$ cat config.mk
export PLATFORM = sky130hd
export DESIGN_NAME = cv32e40p_mult_retry_ctrl
export DESIGN_NICKNAME = d
export VERILOG_FILES = /design/src/rtl/cv32e40p_pkg.sv /design/src/rtl/cv32e40p_mult_watchdog.sv /design/src/rtl/cv32e40p_mult_retry_ctrl.sv
export SDC_FILE = /design/constraint.sdc
export NUM_CORES = 1
export LEC_CHECK = 0
export ABC_CLOCK_PERIOD_IN_PS = 2800
export CAP_MARGIN = 0
export CORE_AREA = 8 8 191 193
export CTS_CLUSTER_DIAMETER = 50
export DETAILED_ROUTE_END_ITERATION = 8
export DIE_AREA = 0 0 199 201
export GPL_ROUTABILITY_DRIVEN = 0
export REMOVE_ABC_BUFFERS = 1
export SYNTH_ARGS = -nofsm -noshare
export SYNTH_HDL_FRONTEND = slang
export SYNTH_HIERARCHICAL = 1
export SYNTH_SLANG_ARGS = --single-unit
$ cat constraint.sdc
create_clock -name clk -period 2.8 [get_ports clk]
set_input_delay 0.42 -clock clk [delete_from_list [all_inputs] [get_ports clk]]
set_output_delay 0.42 -clock clk [all_outputs]
set_load 0.02 [all_outputs]
$ cat src/rtl/cv32e40p_pkg.sv
// Shared types for the multiplier retry controller: the packed multiplier
// request bundle and the retry sequencer state encoding.
package cv32e40p_pkg;

   typedef enum logic [2:0] {
      MUL_MAC32 = 3'b000,
      MUL_MSU32 = 3'b001,
      MUL_I     = 3'b010,
      MUL_IR    = 3'b011,
      MUL_DOT8  = 3'b100,
      MUL_DOT16 = 3'b101,
      MUL_H     = 3'b110
   } mult_operator_e;

   typedef struct packed {
      mult_operator_e mul_op;
      logic           short_subword;
      logic [1:0]     short_signed;
      logic [31:0]    op_a;
      logic [31:0]    op_b;
      logic [31:0]    op_c;
      logic [4:0]     imm;
      logic [1:0]     dot_signed;
      logic [31:0]    dot_op_a;
      logic [31:0]    dot_op_b;
      logic [31:0]    dot_op_c;
      logic           is_clpx;
      logic [1:0]     clpx_shift;
      logic           clpx_img;
   } mult_req_t;

   typedef enum logic [1:0] {
      RS_IDLE  = 2'd0,
      RS_EXEC  = 2'd1,
      RS_FLUSH = 2'd2,
      RS_RESP  = 2'd3
   } mult_retry_state_e;

endpackage

$ cat src/rtl/cv32e40p_mult_watchdog.sv
// Per-attempt cycle counter: flags expiry on the limit-th cycle of counting,
// combinationally, so the controller can act in that same cycle.
module cv32e40p_mult_watchdog #(
   parameter int W = 8
) (
   input  logic         clk,
   input  logic         rst,
   input  logic         i_start,
   input  logic         i_clear,
   input  logic [W-1:0] i_limit,
   output logic         o_expired
);

   logic [W-1:0] r_cnt;

   always_ff @(posedge clk) begin
      if (rst || i_clear) begin
         r_cnt <= '0;
      end else if (i_start) begin
         r_cnt <= r_cnt + 1'b1;
      end
   end

   assign o_expired = i_start && (r_cnt == (i_limit - 1'b1));

endmodule

$ cat src/rtl/cv32e40p_mult_retry_ctrl.sv
// Retry sequencer around the TMR multiplier: re-issues on voter fault or timeout.
// Optional saturating fault counter enabled by CV32E40P_MULT_FAULT_CNT_EN.
module cv32e40p_mult_retry_ctrl
   import cv32e40p_pkg::*;
#(
   parameter int MAX_RETRY = 2,
   parameter int TIMEOUT   = 16,
   parameter int CNT_W     = 8
) (
   input  logic             clk,
   input  logic             rst,
   input  logic             req_valid_i,
   output logic             req_ready_o,
   input  mult_req_t        req_i,
   output logic             rsp_valid_o,
   input  logic             rsp_ready_i,
   output logic [31:0]      rsp_result_o,
   output logic             rsp_error_o,
   output logic             mult_enable_o,
   output mult_req_t        mult_req_o,
   output logic             mult_ex_ready_o,
   input  logic [31:0]      mult_result_i,
   input  logic             mult_ready_i,
   input  logic             mult_fault_i,
   input  logic             clear_i,
   output logic [CNT_W-1:0] fault_cnt_o,
   output logic             perm_fault_o
);

   localparam int                ATT_W    = (MAX_RETRY < 1) ? 1 : $clog2(MAX_RETRY + 1);
   localparam logic [ATT_W-1:0]  LAST_ATT = ATT_W'(MAX_RETRY);
   localparam logic [7:0]        TMO_LIM  = 8'(TIMEOUT);

   mult_retry_state_e r_state;
   logic [ATT_W-1:0]  r_attempt;
   logic              r_fault_seen;
   mult_req_t         r_req;
   logic [31:0]       r_result;
   logic              r_error;
   logic              r_perm;

   logic w_exec;
   logic w_expired;
   logic w_done;
   logic w_faulty;
   logic w_fault_inc;
   logic w_err_done;

   assign w_exec = (r_state == RS_EXEC);

   cv32e40p_mult_watchdog #(.W(8)) u_watchdog (
      .clk       (clk),
      .rst       (rst),
      .i_start   (w_exec),
      .i_clear   (!w_exec),
      .i_limit   (TMO_LIM),
      .o_expired (w_expired)
   );

   // A timeout completes the attempt without ready, which by itself marks it faulty.
   assign w_done      = mult_ready_i | w_expired;
   assign w_faulty    = r_fault_seen | mult_fault_i | ~mult_ready_i;
   assign w_fault_inc = w_exec & w_done & w_faulty;
   assign w_err_done  = w_fault_inc & (r_attempt == LAST_ATT);

   always_ff @(posedge clk) begin
      if (rst) begin
         r_state      <= RS_IDLE;
         r_attempt    <= '0;
         r_fault_seen <= 1'b0;
         r_req        <= '0;
         r_result     <= '0;
         r_error      <= 1'b0;
      end else begin
         case (r_state)
            RS_IDLE: begin
               if (req_valid_i) begin
                  r_req        <= req_i;
                  r_attempt    <= '0;
                  r_fault_seen <= 1'b0;
                  r_state      <= RS_EXEC;
               end
            end
            RS_EXEC: begin
               if (mult_fault_i) begin
                  r_fault_seen <= 1'b1;
               end
               if (w_done) begin
                  if (!w_faulty) begin
                     r_result <= mult_result_i;
                     r_error  <= 1'b0;
                     r_state  <= RS_RESP;
                  end else if (r_attempt != LAST_ATT) begin
                     r_attempt <= r_attempt + 1'b1;
                     r_state   <= RS_FLUSH;
                  end else begin
                     r_result <= mult_result_i;
                     r_error  <= 1'b1;
                     r_state  <= RS_RESP;
                  end
               end
            end
            RS_FLUSH: begin
               r_fault_seen <= 1'b0;
               r_state      <= RS_EXEC;
            end
            RS_RESP: begin
               if (rsp_ready_i) begin
                  r_state <= RS_IDLE;
               end
            end
            default: r_state <= RS_IDLE;
         endcase
      end
   end

   // An error completion in the same cycle as clear still leaves the flag set.
   always_ff @(posedge clk) begin
      if (rst) begin
         r_perm <= 1'b0;
      end else if (w_err_done) begin
         r_perm <= 1'b1;
      end else if (clear_i) begin
         r_perm <= 1'b0;
      end
   end

`ifdef CV32E40P_MULT_FAULT_CNT_EN
   logic [CNT_W-1:0] r_fault_cnt;

   always_ff @(posedge clk) begin
      if (rst || clear_i) begin
         r_fault_cnt <= '0;
      end else if (w_fault_inc && (r_fault_cnt != {CNT_W{1'b1}})) begin
         r_fault_cnt <= r_fault_cnt + 1'b1;
      end
   end

   assign fault_cnt_o = r_fault_cnt;
`else
   assign fault_cnt_o = '0;
`endif

   assign req_ready_o     = (r_state == RS_IDLE) & ~rst;
   assign rsp_valid_o     = (r_state == RS_RESP);
   assign rsp_result_o    = r_result;
   assign rsp_error_o     = r_error;
   assign mult_enable_o   = w_exec;
   assign mult_req_o      = r_req;
   // FLUSH pulses ex_ready with enable low so every replica's MULH FSM returns to idle.
   assign mult_ex_ready_o = w_exec ? mult_ready_i : (r_state == RS_FLUSH);
   assign perm_fault_o    = r_perm;

endmodule

==> summary.md <==
| Metric | Value |
|---|---|
| DR DRC count | 0 |
| Met2 Resource Use GR | 29.5% |
| Core Rows | 67 |
| I/O pin cnt | between 500 and 600 |
| Clock Latency Late Sink | 490 ps |
| Vias in the first global route | 9,488 |
| List of most frequent post-synthesis cells | nand2_1 (425), dfxtp_1 (256), a21oi_1 (215) |
| Fin crit period | 2560 ps |
| Slew HR | 47.1% |
| TritonCTS clock tree | yes |
| Bufs and invs on worst path | 3 |
| Leak pwr | 5.91 nW |
| Crit path DAT | 2140 ps |
| CTS buffer count | 37 |
| Total stage count of the critical path | 6 |
| Dominant cell by count in the synthesized netlist | nand2_1 |
| Worst hold path type | flop to flop |
| Area of the mapped netlist | roughly 9700 µm² |
| First-pass GRT wire length | ~55,000 µm |
| Total power | 10.1 mW |
| Required @ worst endpoint | 2380 ps |
| Final Hold Vio Count | 0 |
| Fin nets | 1,917 |
| Core area | 33,300 µm² |
| Vias per inst | roughly 4.4 |
| Mean post-synth cell area | 8.26 µm² |
| Yosys cell types | 48 |
| Vias post-DR | 9,362 |
| CP Max Fanout | 14 |
| GR Util met1 | 19.1% |
| Starting Density | 29.2% |
| CTS H-tree depth | 2 |
| Synth top area share | 52.8% |
| Bufs on Longest Clock Path | 3 |
| Cell Pwr Density | slightly above 600 nW/µm² |
| Root buf cell | clkbuf_16 |
| R2R Setup Slk | 540 ps |
| Sequential-to-total area share from yosys stat | 52.8% |
| Initial DRC count | about 360 |
| Post-DRT Antenna Nets | 0 |
| Post-CTS Resized | 0 |
| Max-cap viol count | 0 |
| # setup viols final | 0 |
| Setup crit end kind | primary output |
| Max Slew Vio Count | 0 |
| Peak VDD IR | 343 µV |
| R2r endpoint | r_attempt[0]$_SDFFE_PP0P_ |
| Worst-path clk slew | 60 ps |
| WL/cell | about 17 µm |
| Setup Total Neg Slack | 0 ps |
| Layout area overhead | 67.4% |
| Drt first pass iters | 5 |
| Layout Skew | 10.6 ps |
| Largest net degree at the start of global routing | about 150 |
| Initial antenna violation count | 1 |
| Met3 Use GR | under 10% |
| DP HPWL | 26,700 µm |
| Wirelength, routed | between 30,000 and 40,000 µm |
| Die area | 40,000 µm² |
| WS Path Type | flop to primary output |
| Top FF cell, synth | dfxtp_1 |
| Die Y | 201 µm |
| Ys async rst share | 0% |
| Number of enable flip-flop cells after synthesis | 0 |
| Hold_sp | mult_req_o[174]$_SDFFE_PP0P_ |
| Unrepaired setup endpoints after global routing | false |
| Worst-path cell chain | nand2b_4, inv_2, buf_4, nand2_1, o21ai_0, clkdlybuf4s50_1 |
| PortBufs | 494 |
| Largest cells by area after synthesis | dfxtp_1 (53%), nand2_1 (16%), a21oi_1 (11%) |
| Overflow after GRT | 0 |
| Hold path depth | 2 |
| Status | finished, final reports clean |
| Peak Freq | 390 MHz |
| Chip Width | 199 µm |
| Critical Path Max Stage Delay | 560 ps |
| Reg-to-reg startpoint | u_watchdog/r_cnt[4]$_SDFFE_PP0P_ |
| Filler cell count | 3,187 |
| Top Usage Layer GRT | met2 |
| Leading area contributor after synthesis | dfxtp_1 |
| Critical path's top delay family | buffers and inverters |
| GR Util All Layers | 17.2% |
| Final Cycle Share | ~92% |
| CP Launch Type | flop |
| Flop and latch count out of synthesis | 256 |
| Fraction of layout cells with a size suffix above 1 | 5.33% |
| Hold Buf Count CTS | 0 |
| Synthesis Warnings | 6 |
| Worst slew pin tran | 794 ps |
| Post-synthesis cell count | 1,175 |
| Crit path max-delay cell type | clkdlybuf4s50_1 |
| Hold Path End | mult_req_o[174]$_SDFFE_PP0P_ |
| R2R depth | 7 |
| Postcts setup bufs | 0 |
| CTS Sinks | 256 |
placed cells by master, fill, tap and decap left out, types with 2 or more instances in the layout:
cell	synthesis	layout
clkdlybuf4s50_1	0	493
nand2_1	425	425
dfxtp_1	256	255
a21oi_1	215	215
nand2b_1	68	68
clkbuf_16	0	37
conb_1	2	34
mux2i_1	33	33
nor2_1	11	11
buf_12	0	11
buf_4	23	8
xor2_1	7	7
xnor2_1	7	7
o21ai_0	6	6
clkinvlp_4	0	6
inv_1	5	5
clkbuf_8	0	5
clkbuf_1	31	4
nand4_1	4	4
nor3_1	3	3
and2_1	3	3
nor2b_1	3	3
ha_1	3	3
inv_6	0	3
clkinv_2	0	3
or2_2	2	2
a31oi_1	2	2
bufinv_16	0	2
inv_8	0	2
or3_1	2	2
layer usage:
| metal | vias up | wire, µm |
|---|---|---|
| met1 | 4216 | 13900 |
| li1 | 4741 | - |
| met2 | 331 | 17600 |
| met5 | - | 0 |
| met3 | 74 | 3100 |
| met4 | 0 | 1350 |
state kept, by name, summed over array words and instances (netlist names):
register          cells
mult_req_o          209
rsp_result_o         32
u_watchdog/r_cnt      8
r_attempt             2
r_state               2
perm_fault_o          1
r_fault_seen          1
rsp_error_o           1
cell type report:
type	count	area [µm²]	area share, %
repair buffers	513	5230	32.2
flip-flops and latches	256	5130	31.6
multi-input cells	852	4130	25.4
clock buffers	45	996	6.13
well taps	448	561	3.45
clock inverters	17	178	1.09
inverters	6	22.5	0.139
diodes	1	2.50	0.0154
report_power, final:
| part | internal [mW] | total, mW | switching (mW) |
|---|---|---|---|
| combinational | 0.867 | 1.73 | 0.860 |
| clock | 2.73 | 4.42 | 1.69 |
| sequential | 3.86 | 3.96 | 0.106 |
| total | 7.46 | 10.1 | 2.65 |
cell families after synthesis:
logic type | synth area share, %
multiplexers | 3.40
flip-flops | 52.8
buffers and inverters | 5.92
XOR/XNOR | 1.26
adder cells (fa/ha/maj) | 0.387
other | 0.0774
AND/OR/NAND/NOR | 23.7
AO/OA/AOI/OAI | 12.5
per-stage QoR:
stage | hold slack, ps | cell area, µm² | instances | worst slack (ps) | utilization, %
3_5_place_dp | 446 | 15100 | 2075 | 535 | 45.3
6_report | 450 | 16200 | 2138 | 235 | 48.8
5_1_grt | 437 | 16200 | 2138 | 107 | 48.8
4_1_cts | 435 | 16200 | 2137 | 72.1 | 48.8
3_3_place_gp | 441 | 15100 | 2075 | 577 | 45.3
2_1_floorplan | 459 | 9270 | 1114 | -3800 | -
how the worst max path moves through the flow:
| stage | endpoint | from | slack [ps] |
|---|---|---|---|
| 5_1_grt | mult_ex_ready_o | r_state[1]$_SDFFE_PP0P_ | 110 |
| 4_1_cts | mult_ex_ready_o | r_state[0]$_SDFFE_PP0P_ | 70 |
| 3_3_place_gp | mult_req_o[141]$_SDFFE_PP0P_ | req_valid_i | 580 |
| 2_1_floorplan | mult_req_o[0]$_SDFFE_PP0P_ | r_state[0]$_SDFFE_PP0P_ | -3800 |
| 3_5_place_dp | rsp_result_o[12]$_SDFFE_PP0P_ | u_watchdog/r_cnt[4]$_SDFFE_PP0P_ | 540 |
| 6_report | mult_ex_ready_o | r_state[1]$_SDFFE_PP0P_ | 240 |
worst register-to-register path, cell delays in order, from the launching register on:
cell	delay (ps)
dfxtp_1	340
xnor2_1	150
nor4b_1	240
a21oi_1	90
a2111oi_2	460
nor2_1	110
or4_1	470
a221oi_1	300
Power figures use the tool's default switching activity.
